## src/rtl/bcd_disp_pkg.sv

```systemverilog
// bcd_disp_pkg: shared converter state type, seven-segment table and sizing helper for bcd_display_mux
package bcd_disp_pkg;

  typedef enum logic [1:0] {IDLE, CONV, DONE} conv_state_t;

  localparam logic [6:0] SEG_OFF = 7'h00;

  // Active-high ABCDEFG on bits 0..6; codes A-F are dark
  localparam logic [15:0][6:0] SEG_LUT = {
    {6{7'h00}},
    7'h6F, 7'h7F, 7'h07, 7'h7D, 7'h6D,
    7'h66, 7'h4F, 7'h5B, 7'h06, 7'h3F
  };

  function automatic longint pow10(input int n);
    longint p;
    p = 1;
    for (int i = 0; i < n; i++) p = p * 10;
    return p;
  endfunction

endpackage

```

## src/rtl/bcd_dabble_seq.sv

```systemverilog
// bcd_dabble_seq: sequential shift-add-3 binary to BCD converter, one bit per cycle, start/busy/done handshake
module bcd_dabble_seq
  import bcd_disp_pkg::*;
#(
  parameter int BIN_W  = 8,
  parameter int DIGITS = 3
) (
  input  logic                  clk,
  input  logic                  rst_n,
  input  logic                  i_start,
  input  logic [BIN_W-1:0]      i_bin,
  output logic                  o_busy,
  output logic                  o_done,
  output logic [4*DIGITS-1:0]   o_bcd
);

  localparam int DW = 4 * DIGITS;
  localparam int CW = $clog2(BIN_W + 1);

  conv_state_t     r_st;
  logic [CW-1:0]   r_cnt;
  logic [BIN_W-1:0] r_bin;
  logic [DW-1:0]   r_bcd;
  logic            r_done;
  logic [DW-1:0]   w_adj;

  for (genvar d = 0; d < DIGITS; d++) begin : g_adj
    assign w_adj[4*d +: 4] = (r_bcd[4*d +: 4] >= 4'd5) ? r_bcd[4*d +: 4] + 4'd3 : r_bcd[4*d +: 4];
  end

  // Snapshot on start, then BIN_W adjust-and-shift steps; DONE lasts one cycle and never aborts early
  always_ff @(posedge clk)
    if (!rst_n) begin
      r_st   <= IDLE;
      r_cnt  <= '0;
      r_bin  <= '0;
      r_bcd  <= '0;
      r_done <= 1'b0;
    end else begin
      r_done <= 1'b0;
      case (r_st)
        IDLE:
          if (i_start) begin
            r_st  <= CONV;
            r_bin <= i_bin;
            r_bcd <= '0;
            r_cnt <= '0;
          end
        CONV: begin
          r_bcd <= {w_adj[DW-2:0], r_bin[BIN_W-1]};
          r_bin <= r_bin << 1;
          r_cnt <= r_cnt + 1'b1;
          if (r_cnt == CW'(BIN_W - 1)) begin
            r_st   <= DONE;
            r_done <= 1'b1;
          end
        end
        default: r_st <= IDLE;
      endcase
    end

  assign o_busy = r_st != IDLE;
  assign o_done = r_done;
  assign o_bcd  = r_bcd;

endmodule

```

## src/rtl/bcd_display_mux.sv

```systemverilog
// bcd_display_mux: prescaled up/down/loadable counter, sequential BCD conversion and multiplexed seven-segment scan.
// Optional macro LZ_BLANK_EN: blank leading-zero digits above the units digit.
module bcd_display_mux
  import bcd_disp_pkg::*;
#(
  parameter int BIN_W          = 8,
  parameter int DIGITS         = 3,
  parameter int TICK_DIV       = 12500000,
  parameter int REFRESH_W      = 14,
  parameter bit SEG_ACTIVE_LOW = 1'b0,
  parameter bit DIG_ACTIVE_LOW = 1'b1
) (
  input  logic              clk,
  input  logic              rst_n,
  input  logic              en_i,
  input  logic              up_i,
  input  logic              load_i,
  input  logic [BIN_W-1:0]  load_val_i,
  output logic [BIN_W-1:0]  count_o,
  output logic              bcd_valid_o,
  output logic [6:0]        seg_o,
  output logic              dp_o,
  output logic [DIGITS-1:0] dig_o
);

  localparam int PW = $clog2(TICK_DIV);
  localparam int IW = (DIGITS > 1) ? $clog2(DIGITS) : 1;
  localparam int DW = 4 * DIGITS;

`ifdef LZ_BLANK_EN
  localparam bit LZ = 1'b1;
`else
  localparam bit LZ = 1'b0;
`endif

  if (pow10(DIGITS) <= (longint'(1) << BIN_W) - 1) begin : g_bad_digits
    $error("bcd_display_mux: DIGITS too small for BIN_W");
  end
  if (TICK_DIV < 2) begin : g_bad_tick
    $error("bcd_display_mux: TICK_DIV must be at least 2");
  end

  logic [PW-1:0]        r_pre;
  logic [BIN_W-1:0]     r_count;
  logic                 r_pend;
  logic                 r_valid;
  logic [DW-1:0]        r_disp;
  logic [REFRESH_W-1:0] r_ref;
  logic [IW-1:0]        r_idx;
  logic [6:0]           r_seg;
  logic [DIGITS-1:0]    r_dig;
  logic                 w_tick;
  logic                 w_chg;
  logic                 w_start;
  logic                 w_busy;
  logic                 w_done;
  logic [DW-1:0]        w_bcd;
  logic [3:0]           w_nib;
  logic                 w_hide;
  logic [6:0]           w_seg;

  assign w_tick  = r_pre == PW'(TICK_DIV - 1);
  assign w_chg   = load_i | (w_tick & en_i);
  assign w_start = r_pend & ~w_busy;

  // Prescaler and counter; a load restarts the tick period, so a coincident tick is dropped
  always_ff @(posedge clk)
    if (!rst_n) begin
      r_pre   <= '0;
      r_count <= '0;
    end else if (load_i) begin
      r_pre   <= '0;
      r_count <= load_val_i;
    end else begin
      r_pre <= w_tick ? '0 : r_pre + 1'b1;
      if (w_tick & en_i) r_count <= up_i ? r_count + 1'b1 : r_count - 1'b1;
    end

  bcd_dabble_seq #(
    .BIN_W  (BIN_W),
    .DIGITS (DIGITS)
  ) u_conv (
    .clk     (clk),
    .rst_n   (rst_n),
    .i_start (w_start),
    .i_bin   (r_count),
    .o_busy  (w_busy),
    .o_done  (w_done),
    .o_bcd   (w_bcd)
  );

  // Pending change tracking and display write; valid only when the written value is still current
  always_ff @(posedge clk)
    if (!rst_n) begin
      r_pend  <= 1'b0;
      r_valid <= 1'b1;
      r_disp  <= '0;
    end else begin
      r_pend  <= w_chg | (r_pend & ~w_start);
      r_valid <= w_chg ? 1'b0 : (w_done ? ~r_pend : r_valid);
      if (w_done) r_disp <= w_bcd;
    end

  // Refresh counter; each wrap moves the scan to the next digit
  always_ff @(posedge clk)
    if (!rst_n) begin
      r_ref <= '0;
      r_idx <= '0;
    end else begin
      r_ref <= r_ref + 1'b1;
      if (&r_ref) r_idx <= (r_idx == IW'(DIGITS - 1)) ? '0 : r_idx + 1'b1;
    end

  // Select the scanned nibble and encode it, blanking leading zeros when enabled
  always_comb begin
    w_nib  = 4'h0;
    w_hide = 1'b0;
    for (int k = 0; k < DIGITS; k++)
      if (r_idx == IW'(k)) begin
        w_nib  = r_disp[4*k +: 4];
        w_hide = LZ && (k != 0) && ((r_disp >> (4 * k)) == '0);
      end
    w_seg = w_hide ? SEG_OFF : SEG_LUT[w_nib];
  end

  // Segments and digit enables registered together so they switch on the same edge
  always_ff @(posedge clk)
    if (!rst_n) begin
      r_seg <= SEG_OFF ^ {7{SEG_ACTIVE_LOW}};
      r_dig <= {DIGITS{DIG_ACTIVE_LOW}};
    end else begin
      r_seg <= w_seg ^ {7{SEG_ACTIVE_LOW}};
      r_dig <= (DIGITS'(1) << r_idx) ^ {DIGITS{DIG_ACTIVE_LOW}};
    end

  assign count_o     = r_count;
  assign bcd_valid_o = r_valid;
  assign seg_o       = r_seg;
  assign dp_o        = SEG_ACTIVE_LOW;
  assign dig_o       = r_dig;

endmodule

```

## config.mk

```make
export PLATFORM = sky130hd
export DESIGN_NAME = bcd_display_mux
export DESIGN_NICKNAME = d
export VERILOG_FILES = /design/src/rtl/bcd_disp_pkg.sv /design/src/rtl/bcd_dabble_seq.sv /design/src/rtl/bcd_display_mux.sv
export SDC_FILE = /design/constraint.sdc
export NUM_CORES = 1
export LEC_CHECK = 0
export BUFFER_PORTS_ARGS = -buffer_cell sky130_fd_sc_hd__buf_2
export CAP_MARGIN = 5
export CORE_ASPECT_RATIO = 1.5
export CORE_MARGIN = 10
export CORE_UTILIZATION = 65
export DETAILED_ROUTE_END_ITERATION = 8
export PLACE_DENSITY = 0.85
export SYNTH_ARGS = -nofsm -noshare
export SYNTH_HDL_FRONTEND = slang
export SYNTH_SLANG_ARGS = --single-unit
```

## constraint.sdc

```tcl
create_clock -name clk -period 4.35 [get_ports clk]
set_clock_uncertainty 0.2 [all_clocks]
set_input_delay 0.2175 -clock clk [delete_from_list [all_inputs] [get_ports clk]]
set_output_delay 0.2175 -clock clk [all_outputs]
set_load 0.01 [all_outputs]
```

==> results of run 1 <==
## worst max-delay path: cells and delay by family, from the launching register on
kind	cells	cell delay (ns)
flops	1	0.61
compound gates	2	0.65
buf+inv	1	0.16
mux	1	0.28
fa+ha+maj	1	0.33
simple gates	2	0.21
## per-stage QoR
stage,util,hold slack [ns]
6_report,0.742,0.0914
5_1_grt,0.742,0.0947
4_1_cts,0.742,0.0774
3_5_place_dp,0.691,0.251
3_3_place_gp,0.691,0.232
2_1_floorplan,-,0.119
## path summary, 6_finish.rpt
kind / from / to / cells past startpoint
worst max-delay path: r_idx[0]$_SDFFE_PN0P_ / seg_o[1]$_SDFF_PN0_ / 7
worst min-delay path: en_i / r_pend$_SDFF_PN0_ / 3
worst max register to register: r_idx[0]$_SDFFE_PN0P_ / seg_o[1]$_SDFF_PN0_ / 7
worst min register to register: r_ref[0]$_SDFF_PN0_ / r_ref[0]$_SDFF_PN0_ / 1
## final cells by class
type / count / area [um2]
Timing Repair Buffer: 43 / 273
Inverter: 19 / 71.3
Clock buffer: 10 / 128
Multi-Input combinational cell: 415 / 2650
Fill cell: 537 / 1860
Tap cell: 100 / 125
Sequential cell: 99 / 1980
Clock inverter: 6 / 136
## cells by family (layout without fill, tap and decap cells)
family          after synthesis  in the layout  synth area share
xor+xnor                     43             43            0.0781
buf+inv                      45             78            0.0394
compound gates               99             99             0.136
flops                        99             99             0.411
other cells                   1              1          0.000778
simple gates                228            228             0.230
fa+ha+maj                    22             22            0.0586
mux                          22             22            0.0464
## power breakdown
part           internal, uW  total, uW  switching [uW]  leakage [uW]
clock network           442        757             314      0.000127
registers               927        952            24.3      0.000806
logic                  59.6        143            83.3       0.00112
## cell usage in the layout, fill, tap and decap left out, drive strengths merged, types with 3 or more instances in the layout
cell	netlist	routed
a211oi	3	3
a22oi	7	7
mux2i	19	19
dfxtp	99	99
and4	6	6
xnor2	26	26
nor4	4	4
buf	8	32
a21oi	30	30
o21ai	21	21
nor2	111	111
and2	6	6
a21o	4	4
nand3	28	28
ha	21	21
clkbuf	18	10
nand4	8	8
inv	18	19
nand2b	5	5
a31oi	3	3
o221ai	7	7
mux2	3	3
dlygate4sd3	0	11
nand2	23	23
xor2	17	17
and3	8	8
nor2b	4	4
bufinv	0	4
a2bb2oi	6	6
nor3	17	17
or3	4	4
## routing by layer
layer | track usage | part of all wire | wire length [um]
met5 | 0 | 0 | 0
met4 | 0.0836 | 0.030 | 304
met3 | 0.0503 | 0.040 | 406
met2 | 0.322 | 0.52 | 5320
met1 | 0.181 | 0.41 | 4140
## timing repair
action,in CTS,in global routing
hold endpoints to repair,10,0
resized for setup,0,0
hold buffers,11,0
## state kept, by name (all words and copies together) (netlist names)
name and count:
r_pend 1, count_o 8, u_conv.r_cnt 4, bcd_valid_o 1
u_conv.r_st 2, u_conv.o_done 1, dig_o 3, u_conv.o_bcd 12
r_ref 14, r_idx 2, r_disp 12, seg_o 7
u_conv.r_bin 8, r_pre 24
==> qor.csv, run 1 <==
metric,value,unit
status,"complete, no violations",
CP Capture Type,flop,
total gr overflow,0,
core area,0.00723,mm2
sequential area share after synthesis,0.411,
slowest cell delay on critical path,0.61,ns
Tmin final,2.55,ns
Placement Setup Slack,1.87,ns
"Cell Area, Synth",0.00482,mm2
routability congestion estimate,0.828,
total vias in the final route,4036,
power per cell area,345,mW/mm2
Final HPWL DP,7.02,mm
Initial Util,0.667,
worst path required time,4.40,ns
Num CTS Buffers,9,
post-synth top area cell,dfxtp_1,
Worst-Skew Late Latency,0.37,ns
Core Rows,38,
n_diodes,0,
Peak Freq,392,MHz
placed insts,665,
number of max-cap violations,0,
CP max stage cell,dfxtp_1,
Routed Antenna Nets,0,
register bit total from synthesis,99,
"top cells by count, synth","nor2_1 (110), dfxtp_1 (99), a21oi_1 (30)",
Root Buffer,clkbuf_8,
First-pass DRT Iterations,5,
"Arr. time, crit path",2.60,ns
initial antenna violation count,0,
Hold Fails Final Rpt,0,
Buffers on Ports,31,
largest cells by area after synthesis,"dfxtp_1 (41%), nor2_1 (8.6%), ha_1 (5.4%), xnor2_1 (4.7%), mux2i_1 (3.9%)",
Crit Path Max Fanout,12,
drt total wl,10.2,mm
GRT Total Usage,0.177,
routed len/inst,14.7,um
Area after DPL,0.00499,mm2
synthesized net count,594,
clk sinks,99,
WS Path Type,flop to flop,
fin crit share,0.586,
vias in the first global route,3890,
Most used DFF post-synth,dfxtp_1,
via-per-instance ratio,5.83,
Boundary Pins,33,
largest net degree at the start of global routing,56,
Chip Width,90.3,um
flop-to-flop setup slack,1.80,ns
static leakage,0.00206,uW
share of layout cells above drive strength 1,0.101,
area delta synth->final,11.3,%
YS warnings,0,
worst path cell trace,mux2i_1 > a2bb2oi_1 > inv_1 > ha_1 > nor2_1 > a2bb2oi_1 > nor2_1,
Total Power,1850,uW
CTS tree,done,
Worst slew margin,0.242,
async set-reset flop share out of synthesis,0,
post-synth top area share,0.411,
H-tree depth,3,
Max Buffers Root-to-Sink,2,
Hold Crit Class,input pin to flop,
worst vdd ir,0.271,mV
final std cells w/o fill,692,
setup TNS,0,ns
"Distinct cells, synth",59,
DIE HEIGHT,125,um
RSZ-0062 raised after global routing,false,
first-pass GRT wire length,17.1,mm
Finished Cell Area,0.00537,mm2
Slew Limit Fails,0,
Post-synth EDFFs,0,
Synth Instances,559,
most common cell in the netlist,nor2_1,
clk slew on worst S/H paths,0.10,ns
mean post-synth cell area,8.63,um2
NumNets Final,622,
fin worst setup slack,1.80,ns
startpoint types,flop,
DRC Markers,0,
Post-CTS Setup Inserts,0,
worst-margin pin slew,1.13,ns
Initial DRC Count,263,
final setup fails,0,
die area,0.0113,mm2
Power figures use the tool's default switching activity.
==> run 2: changes to the inputs <==
Settings changed: ABC_AREA set to 1, CORE_UTILIZATION 65 to 60, PLACE_DENSITY 0.85 to 0.79.
Clock period 4.35 ns to 2.5 ns, I/O delays scaled along.
==> qor.csv, run 2 <==
metric,value,unit
status,"complete, no violations",
Sw Ratio,0.230,
hold worst-path end,count_o[0]$_SDFFE_PN0P_,
flop-to-flop setup slack,0.42,ns
R2R cell count,11,
drt total wl,10.7,mm
clk sinks,99,
Slew Limit Fails,0,
Synth Instances,675,
Boundary Pins,33,
area delta synth->final,11.8,%
"commonest cells after routing, fill and taps aside","nand2_1 (152), dfxtp_1 (99), inv_1 (69)",
Num CTS Buffers,9,
Post-synth EDFFs,0,
compound-gate portion of the synthesized area,0.139,
Root Buffer,clkbuf_16,
async set-reset flop share out of synthesis,0,
multiplexer share of the synthesized area,0,
final core occ,0.686,
power share of the sequential group,0.513,
YS warnings,0,
vias in the first global route,4407,
Routed Antenna Nets,0,
final std cells w/o fill,820,
Hold Crit Class,input pin to flop,
final setup fails,0,
Crit Path Max Fanout,6,
DRC Markers,0,
Max Buffers Root-to-Sink,2,
post-synth top area cell,dfxtp_1,
Worst slew margin,0.453,
Simple-Gate Fraction of Synth Area,0.301,
flip-flop count of the largest register after layout,24,
CTS tree,done,
n_diodes,0,
sequential area share after synthesis,0.403,
startpoint types,flop,
synthesized net count,710,
Initial DRC Count,232,
core area,0.00801,mm2
static leakage,0.00220,uW
"most common cell after layout, fill and taps aside",nand2_1,
Peak Freq,480,MHz
FF-to-FF End,seg_o[0]$_SDFF_PN0_,
largest cells by area after synthesis,"dfxtp_1 (40%), nand2_1 (12%), a21oi_1 (6.4%), ha_1 (5.3%), inv_1 (5.3%)",
Post-Synth XOR/XNOR Area,0.0214,
Synth Area in Adders,0.0575,
mean post-synth cell area,7.28,um2
CP Capture Type,flop,
"Distinct cells, synth",44,
biggest regs,"r_pre x24, r_ref x14",
total internal power,2450,uW
Hold Fails Final Rpt,0,
"Cell Area, Synth",0.00491,mm2
Worst-Skew Late Latency,0.34,ns
total gr overflow,0,
DIE HEIGHT,131,um
total vias in the final route,4421,
clk slew on worst S/H paths,0.06,ns
setup TNS,0,ns
largest family of logic cells by synthesized area,simple AND/OR/NAND/NOR gates,
Finished Cell Area,0.00549,mm2
first-pass GRT wire length,18.8,mm
net switching power,731,uW
power per cell area,579,mW/mm2
register bit total from synthesis,99,
Initial Util,0.614,
Largest Register,r_pre,
number of max-cap violations,0,
via-per-instance ratio,5.39,
post-synth top area share,0.403,
routability congestion estimate,0.894,
worst path required time,2.57,ns
H-tree depth,3,
Logic pwr share,0.080,
worst hold path startpoint,load_val_i[0],
Buffers on Ports,31,
worst flop-to-flop path startpoint,r_idx[0]$_SDFFE_PN0P_,
Final HPWL DP,7.99,mm
die area,0.0123,mm2
WS Path Type,flop to flop,
largest net degree at the start of global routing,45,
Most used DFF post-synth,dfxtp_1,
share of layout cells above drive strength 1,0.120,
most common cell in the netlist,nand2_1,
"top cells by count, synth","nand2_1 (152), dfxtp_1 (99), inv_1 (69)",
GRT Total Usage,0.186,
Area after DPL,0.00514,mm2
routed len/inst,13.1,um
NumNets Final,746,
First-pass DRT Iterations,4,
worst-margin pin slew,0.819,ns
Clk pwr share,0.407,
placed insts,798,
worst vdd ir,0.363,mV
post_cts resized,0,
Core Rows,40,
fin crit share,0.833,
"Arr. time, crit path",2.16,ns
Hold Path Depth,5,
Chip Width,93.9,um
Tmin final,2.08,ns
RSZ-0062 raised after global routing,false,
initial antenna violation count,0,
[run 2: changes by cell type after synthesis, sizes merged, moves of 9 or more]
cell    delta
inv       +58
nor2      -36
a21oi     +35
o21ai     +24
mux2i     -19
nand3      +9
xor2      -11
or2        +9
xnor2     -20
clkbuf     -9
nand2    +134
[run 2: critical path, cell delays in order (launching register included)]
cell	delay, ns
dfxtp_1	0.33
inv_1	0.13
nand2_1	0.10
or2_2	0.29
o221ai_1	0.07
buf_4	0.17
inv_1	0.06
ha_1	0.19
or2_1	0.24
o21ai_1	0.09
nor2_1	0.06
nor2_1	0.09
[run 2: stage by stage]
step	total power (uW)	hold slack [ns]	setup WS (ns)
after global placement	1900	0.227	0.561
after detailed placement	1910	0.240	0.452
final	3180	0.0388	0.417
after global routing	3310	0.0652	0.296
after CTS	3200	0.00248	0.431
after floorplan	1840	0.129	0.535
[run 2: power by group through the flow]
stage | clock network [uW] | registers (uW) | logic (uW)
2_1_floorplan | 0 | 1670 | 174
3_3_place_gp | 0 | 1670 | 237
3_5_place_dp | 0 | 1670 | 246
4_1_cts | 1320 | 1630 | 255
5_1_grt | 1390 | 1640 | 291
6_report | 1290 | 1630 | 255
[run 2: cells by family (layout without fill, tap and decap cells)]
logic type / count (synthesis) / in the layout
flip-flops: 99 / 99
buffers and inverters: 94 / 134
adder cells (fa/ha/maj): 22 / 22
other: 1 / 1
AO/OA/AOI/OAI: 127 / 127
AND/OR/NAND/NOR: 320 / 320
XOR/XNOR: 12 / 12
[run 2: how the worst max path moves through the flow]
stage / start / endpoint / slack (ns) / cells past startpoint
finish: r_idx[0]$_SDFFE_PN0P_ / seg_o[0]$_SDFF_PN0_ / 0.42 / 11
CTS: r_idx[0]$_SDFFE_PN0P_ / seg_o[0]$_SDFF_PN0_ / 0.43 / 11
global route: r_idx[0]$_SDFFE_PN0P_ / seg_o[0]$_SDFF_PN0_ / 0.30 / 11
floorplan: r_idx[1]$_SDFFE_PN0P_ / seg_o[0]$_SDFF_PN0_ / 0.54 / 9
global placement: r_idx[1]$_SDFFE_PN0P_ / seg_o[0]$_SDFF_PN0_ / 0.56 / 10
detailed placement: r_idx[0]$_SDFFE_PN0P_ / seg_o[0]$_SDFF_PN0_ / 0.45 / 11
[run 2: final cells by class]
| type | instances | area, um2 |
|---|---|---|
| Multi-Input combinational cell | 482 | 2560 |
| Fill cell | 718 | 2510 |
| Sequential cell | 99 | 1980 |
| Inverter | 77 | 289 |
| Clock buffer | 13 | 270 |
| Timing Repair Buffer | 42 | 255 |
| Tap cell | 105 | 131 |
| Clock inverter | 2 | 10.0 |
[run 2: what timing repair did]
item,4_1_cts,5_1_grt
endpoints found under the hold margin,7,0
setup buffers,0,0
hold buffers,7,0
[run 2: routing by layer]
| layer | vias up | GRT usage | routed length [um] |
|---|---|---|---|
| li1 | 2274 | - | - |
| met1 | 2055 | 0.180 | 4240 |
| met2 | 69 | 0.357 | 5850 |
| met3 | 23 | 0.0405 | 361 |
| met4 | 0 | 0.0879 | 284 |
| met5 | - | 0 | 0 |
